`src/rtl/prio_enc_scan_disp_if.sv`:
```
// rtl/prio_enc_scan_disp_if.sv - request/display bundle for prio_enc_scan_disp
//
// Purpose: groups the encoder request inputs and the encoded/display outputs.
// Parameters: N (request width), NDIG (scanned digit count).
// Signals:
//   x    [N-1:0]    raw request vector
//   en              encoder enable
//   idx  [IW-1:0]   accepted highest-set-bit index (IW = clog2(N))
//   flag            accepted en=1 and accepted x!=0
//   chg             one-cycle pulse when {idx,flag} changes
//   seg  [6:0]      active-low segments, bit6=a .. bit0=g
//   an   [NDIG-1:0] active-low digit select
// Modports: master drives x/en (board side), slave is the encoder.
interface prio_enc_scan_disp_if #(
  parameter int N    = 8,
  parameter int NDIG = 2
);
  localparam int IW = $clog2(N);

  logic [N-1:0]    x;
  logic            en;
  logic [IW-1:0]   idx;
  logic            flag;
  logic            chg;
  logic [6:0]      seg;
  logic [NDIG-1:0] an;

  modport master (output x, en, input idx, flag, chg, seg, an);
  modport slave  (input x, en, output idx, flag, chg, seg, an);
endinterface

```
`src/rtl/prio_enc_scan_disp.sv`:
```
// rtl/prio_enc_scan_disp.sv - debounced priority encoder with scanned hex display
//
// Purpose: debounces {en,x}, encodes the highest set bit of the accepted value
// into a registered idx/flag with a change pulse, and shows idx in hex on NDIG
// time-multiplexed seven-segment digits.
// Ports:
//   clk  rising-edge system clock
//   rst  asynchronous active-high reset
//   bus  prio_enc_scan_disp_if.slave (x, en in; idx, flag, chg, seg, an out)
// Parameters: N (>=2), NDIG (4*NDIG >= clog2(N)), DB_CYCLES (>=1), SCAN_DIV (>=1).
// Optional: define PRIO_ENC_LEAD_ZERO_BLANK_EN to blank digits above the most
// significant non-zero nibble of idx (digit 0 is never blanked).
module prio_enc_scan_disp #(
  parameter int N         = 8,
  parameter int NDIG      = 2,
  parameter int DB_CYCLES = 4,
  parameter int SCAN_DIV  = 1000
) (
  input logic                clk,
  input logic                rst,
  prio_enc_scan_disp_if.slave bus
);
  localparam int IW   = $clog2(N);
  localparam int XW   = N + 1;
  localparam int CW   = $clog2(DB_CYCLES + 1);
  localparam int DW   = (SCAN_DIV > 1) ? $clog2(SCAN_DIV) : 1;
  localparam int PW   = (NDIG > 1) ? $clog2(NDIG) : 1;
  localparam int PADW = 4 * NDIG;

  logic [XW-1:0]   raw;
  logic [XW-1:0]   cand;
  logic [XW-1:0]   acc;
  logic [CW-1:0]   cnt;
  logic            accept;
  logic [IW-1:0]   idx_q;
  logic            flag_q;
  logic            chg_q;
  logic [IW-1:0]   cand_idx;
  logic            cand_flag;
  logic [IW-1:0]   acc_idx;
  logic            acc_flag;
  logic [DW-1:0]   div;
  logic [PW-1:0]   ptr;
  logic [PADW-1:0] idx_pad;
  logic [3:0]      nib;
  logic [6:0]      seg_c;
  logic [NDIG-1:0] an_c;

  // {idx,flag} for a {en,x} word; idx is forced to 0 whenever flag is 0.
  function automatic logic [IW:0] encode(input logic [XW-1:0] v);
    logic [IW-1:0] hi;
    logic          f;
    hi = '0;
    for (int i = 0; i < N; i++) begin
      if (v[i]) hi = IW'(i);
    end
    f = v[N] & (|v[N-1:0]);
    return {(f ? hi : {IW{1'b0}}), f};
  endfunction

  function automatic logic [6:0] glyph(input logic [3:0] v);
    case (v)
      4'h0: glyph = 7'b0000001;
      4'h1: glyph = 7'b1001111;
      4'h2: glyph = 7'b0010010;
      4'h3: glyph = 7'b0000110;
      4'h4: glyph = 7'b1001100;
      4'h5: glyph = 7'b0100100;
      4'h6: glyph = 7'b0100000;
      4'h7: glyph = 7'b0001111;
      4'h8: glyph = 7'b0000000;
      4'h9: glyph = 7'b0000100;
      4'ha: glyph = 7'b0001000;
      4'hb: glyph = 7'b1100000;
      4'hc: glyph = 7'b0110001;
      4'hd: glyph = 7'b1000010;
      4'he: glyph = 7'b0110000;
      default: glyph = 7'b0111000;
    endcase
  endfunction

  assign raw = {bus.en, bus.x};
  assign {cand_idx, cand_flag} = encode(cand);
  // acc always encodes to the current idx/flag, so it serves as the "previous"
  // value for the change pulse.
  assign {acc_idx, acc_flag} = encode(acc);

  // cnt counts edges on which the sample matched the previous one; reaching
  // DB_CYCLES-1 on a further matching edge means DB_CYCLES+1 identical samples.
  assign accept = (raw == cand) && (cnt == CW'(DB_CYCLES - 1));

  always_ff @(posedge clk or posedge rst) begin
    if (rst) begin
      cand   <= '0;
      cnt    <= '0;
      acc    <= '0;
      idx_q  <= '0;
      flag_q <= 1'b0;
      chg_q  <= 1'b0;
    end else begin
      cand  <= raw;
      chg_q <= 1'b0;
      if (raw != cand) begin
        cnt <= '0;
      end else if (cnt != CW'(DB_CYCLES)) begin
        cnt <= cnt + CW'(1);
      end
      if (accept) begin
        acc    <= cand;
        idx_q  <= cand_idx;
        flag_q <= cand_flag;
        chg_q  <= ({cand_idx, cand_flag} != {acc_idx, acc_flag});
      end
    end
  end

  always_ff @(posedge clk or posedge rst) begin
    if (rst) begin
      div <= '0;
      ptr <= '0;
    end else if (div == DW'(SCAN_DIV - 1)) begin
      div <= '0;
      ptr <= (ptr == PW'(NDIG - 1)) ? '0 : ptr + PW'(1);
    end else begin
      div <= div + DW'(1);
    end
  end

  assign idx_pad = PADW'(idx_q);

`ifdef PRIO_ENC_LEAD_ZERO_BLANK_EN
  logic upper_nz;
`endif

  always_comb begin
    an_c = '1;
    nib  = '0;
`ifdef PRIO_ENC_LEAD_ZERO_BLANK_EN
    upper_nz = 1'b0;
`endif
    for (int d = 0; d < NDIG; d++) begin
      if (PW'(d) == ptr) begin
        an_c[d] = 1'b0;
        nib     = idx_pad[4*d +: 4];
      end
`ifdef PRIO_ENC_LEAD_ZERO_BLANK_EN
      if ((PW'(d) > ptr) && (idx_pad[4*d +: 4] != 4'h0)) upper_nz = 1'b1;
`endif
    end
    seg_c = glyph(nib);
`ifdef PRIO_ENC_LEAD_ZERO_BLANK_EN
    // A zero nibble with nothing non-zero above it is a leading zero.
    if ((ptr != '0) && (nib == 4'h0) && !upper_nz) seg_c = 7'b1111111;
`endif
  end

  assign bus.idx  = idx_q;
  assign bus.flag = flag_q;
  assign bus.chg  = chg_q;
  assign bus.seg  = seg_c;
  assign bus.an   = an_c;
endmodule

```
`src/flat_wrapper.sv`:
```
// flat-port wrapper written by rule: the top's interface ports become plain ports
module prio_enc_scan_disp_flat 
#(
  parameter int N         = 8,
  parameter int NDIG      = 2,
  parameter int DB_CYCLES = 4,
  parameter int SCAN_DIV  = 1000
)
  (clk, rst, bus_x, bus_en, bus_idx, bus_flag, bus_chg, bus_seg, bus_an);
  prio_enc_scan_disp_if #(.N(N), .NDIG(NDIG)) bus_i ();
  input logic clk;
  input logic rst;
  input wire logic [$bits(bus_i.x)-1:0] bus_x;
  input wire logic [$bits(bus_i.en)-1:0] bus_en;
  output wire logic [$bits(bus_i.idx)-1:0] bus_idx;
  output wire logic [$bits(bus_i.flag)-1:0] bus_flag;
  output wire logic [$bits(bus_i.chg)-1:0] bus_chg;
  output wire logic [$bits(bus_i.seg)-1:0] bus_seg;
  output wire logic [$bits(bus_i.an)-1:0] bus_an;
  assign bus_i.x = bus_x;
  assign bus_i.en = bus_en;
  assign bus_idx = bus_i.idx;
  assign bus_flag = bus_i.flag;
  assign bus_chg = bus_i.chg;
  assign bus_seg = bus_i.seg;
  assign bus_an = bus_i.an;
  prio_enc_scan_disp #(.N(N), .NDIG(NDIG), .DB_CYCLES(DB_CYCLES), .SCAN_DIV(SCAN_DIV)) u_core (.clk(clk), .rst(rst), .bus(bus_i));
endmodule
```
`config.mk`:
```
export PLATFORM = sky130hd
export DESIGN_NAME = prio_enc_scan_disp_flat
export DESIGN_NICKNAME = d
export VERILOG_FILES = /design/src/rtl/prio_enc_scan_disp_if.sv /design/src/rtl/prio_enc_scan_disp.sv /design/src/flat_wrapper.sv
export SDC_FILE = /design/constraint.sdc
export NUM_CORES = 1
export LEC_CHECK = 0
export BUFFER_PORTS_ARGS = -buffer_cell sky130_fd_sc_hd__buf_4
export CAP_MARGIN = 10
export CORE_MARGIN = 4
export CORE_UTILIZATION = 47
export CTS_BUF_LIST = sky130_fd_sc_hd__clkbuf_16
export CTS_CLUSTER_SIZE = 20
export DETAILED_ROUTE_END_ITERATION = 12
export HOLD_SLACK_MARGIN = 0.05
export PLACE_DENSITY = 0.67
export SETUP_SLACK_MARGIN = 0.1
export SLEW_MARGIN = 15
export SYNTH_ARGS = -nofsm -noshare
export SYNTH_HDL_FRONTEND = slang
export SYNTH_SLANG_ARGS = --single-unit
```
`constraint.sdc`:
```
create_clock -name clk -period 2.4 [get_ports clk]
set_input_delay 0.24 -clock clk [delete_from_list [all_inputs] [get_ports clk]]
set_output_delay 0.24 -clock clk [all_outputs]
set_load 0.01 [all_outputs]
```
==> qor.txt <==
Status = finished clean
Switching share of power = 0.2005
Most common cell in the netlist = dfrtp_1
Fillers = 298
Post-CTS Setup Bufs = 0
DP Wirelength = 2731 um
GR Util All Layers = 0.1551
Tcrit/Tclk final = 0.8139
EDFF count, synth = 0
Syn-to-layout area delta = 19.20%
CTS H-tree depth = 2
Synth cell count leaders = dfrtp_1 (37), nand2_1 (20), nor2_1 (17)
Seq pwr share = 0.502
Clk root buf = clkbuf_16
# diodes = 0
CTS clk-pin slew, worst paths = 0.05 ns
Fin Setup TNS = 0 ns
First DRT Iteration DRCs = 46
Gp weighted congestion = 0.8256
Util after Layout = 0.5995
Worst path bufs/invs = 3
Vias in the first global route = 1368
I/O Buffers = 24
Post_cts resized = 0
Total Nets Final = 233
Distinct cell type count after synthesis = 35
Psw = 0.2580 mW
Die height = 71.53 um
Worst Path Required = 2.16 ns
DIE WIDTH = 71.53 um
Layout cells sized above 1 = 0.1887
Period minus WS final = 1.953 ns
RSZ-0062 raised after global routing = no
Clock skew = 0.004927 ns
Worst vdd ir = 430.9 uV
Yosys top cell by area = dfrtp_1
Cell Count, Final, Fillers Out = 260
WHS = 0.07755 ns
First-pass GRT wire length = 6251 um
Multi-input gate area = 890.9 sq um
Routed WL per cell = 13.98 um
Top_reg_cell synth = dfrtp_1
# clock sinks = 37
Fin area = 2261 sq um
Clock Latency Late Sink = 0.27 ns
Synthesis Warnings = 0
Worst slew pin tran = 0.4515 ns
Area contributors post-synth = dfrtp_1 (49%), ha_1 (6.6%), xor2_1 (6.5%), mux2_4 (5.5%), nand2_1 (4.0%)
Via/cell ratio = 5.235
Cells on worst reg2reg path = 5
Max-slew violation count = 0
Final setup violation count = 0
Die area = 5116 sq um
Sequential element share of the synthesized area = 0.4881
Max frequency = 512.0 MHz
Core Region = 3771 sq um
CP endpoint kind = output pin
Slowest Stage Delay on Critical Path = 0.36 ns
Kind of cell adding the most delay to the critical path = buffers and inverters
Routed Wire Length = 3634 um
Crit-path max FO = 7
Avg Cell Area, Syn = 10.37 sq um
Pwr/cell area = 569.1 nW/um^2
Asr flop ratio synth = 1.000
Syn nets = 204
Slowest cell on crit path = dfrtp_1
CTS tree = done
CTS Buffer Depth = 2
Initial antenna violation count = 0
Int Power = 1.029 mW
CTS buffer count = 5
Yosys reg bits = 37
Placed inst area = 2128 sq um
Initial Util = 0.5030
Cell count after placement = 253
Worst Path Arrival = 1.71 ns
Rows = 22
Mapped Area = 1897 sq um
Pre-antenna DRT Iters = 4
ANT nets after route = 0
Worst path depth = 7
HP Class = in -> async
Clock network fraction of total power = 0.451
Final Hold Vio Count = 0
Syn Inst Count = 183
Critical path type = reg -> out
Yosys top cell area share = 0.4881
Max Cap Violations = 0
LEAKAGE = 1.101 nW
Ports = 25
Comb power frac = 0.047
Largest net degree at the start of global routing = 38
Hold_buf cts = 0
Via Count = 1361
Seq. cell area = 925.9 sq um
CP Cell Sequence = clkinv_1 > nand2_1 > inv_1 > ha_1 > nor2_1 > a21oi_1 > buf_4
DRC Markers = 0
Slew HR = 0.6990
Total grt overflow = 0
Crit start category = register
-- tightest hold or removal path: stages --
cell,delay (ns)
buf_4,0.11
inv_1,0.04
buf_4,0.39
-- routing by layer --
layer,vias to the layer above,wire [um],track usage
met2,29,1840,0.2633
met5,-,0,0
met4,0,34,0.06889
li1,673,-,-
met1,654,1575,0.1892
met3,5,183,0.03226
-- layout make-up --
type                       instances  share of cell area
inverter                          15             0.02490
timing repair buffer              26             0.08633
clock inverter                     2            0.003320
clock buffer                       5             0.05534
sequential                        37              0.4095
tap                               48             0.02656
multi-input combinational        127              0.3940
-- state kept, by name (all words and copies together), names as in the netlist --
register	flops
u_core.acc	9
u_core.bus.chg	1
u_core.bus.flag	1
u_core.bus.idx	3
u_core.cand	9
u_core.cnt	3
u_core.div	10
u_core.ptr	1
-- path summary, 6_finish.rpt --
check / endpoint / slack (ns) / startpoint
worst min-delay path: u_core.cnt[2] / 0.08 / rst
worst max register to register: u_core.bus.flag / 0.64 / u_core.cand[8]
worst max-delay path: bus_seg[1] / 0.45 / u_core.ptr
worst min register to register: u_core.div[0] / 0.46 / u_core.div[0]
max in group asynchronous: u_core.bus.idx[1] / 2.00 / rst
min in group clk: u_core.cand[5] / 0.09 / bus_x[5]
-- power by group through the flow --
stage               Combinational (mW)  Sequential [mW]  Clock (mW)
finish                          0.0600            0.646       0.581
CTS                             0.0614            0.645       0.599
floorplan                       0.0354            0.653           0
global placement                0.0593            0.656           0
global route                    0.0682            0.646       0.623
detailed placement              0.0605            0.656           0
-- cells by family after synthesis --
family / Yosys count / synth area share
xor+xnor: 19 / 0.08773
fa+ha+maj: 10 / 0.06596
simple gates: 58 / 0.1524
buf+inv: 19 / 0.04221
mux: 9 / 0.06596
compound gates: 31 / 0.09763
flops: 37 / 0.4881
-- cell usage in the layout, fill, tap and decap left out, types with 2 or more instances in the layout --
cell,instances
and2_1,2
nand2_1,20
mux2_4,7
nor2_1,17
xor2_1,14
nor2b_1,2
clkbuf_16,5
o31ai_1,5
mux2i_1,2
dfrtp_1,37
a21oi_1,10
nor4_1,2
clkinv_1,2
xnor2_1,5
nand3_1,6
buf_4,26
inv_1,15
nand4_1,2
o21ai_0,9
ha_1,10
-- metrics by stage --
stage | setup WS [ns] | power (mW)
final | 0.4467 | 1.287
after detailed placement | 0.6832 | 0.7166
after CTS | 0.4405 | 1.306
after global routing | 0.3496 | 1.338
after global placement | 0.7340 | 0.7150
after floorplan | 0.7959 | 0.6881
No activity file was read; power rests on OpenSTA's default activity.
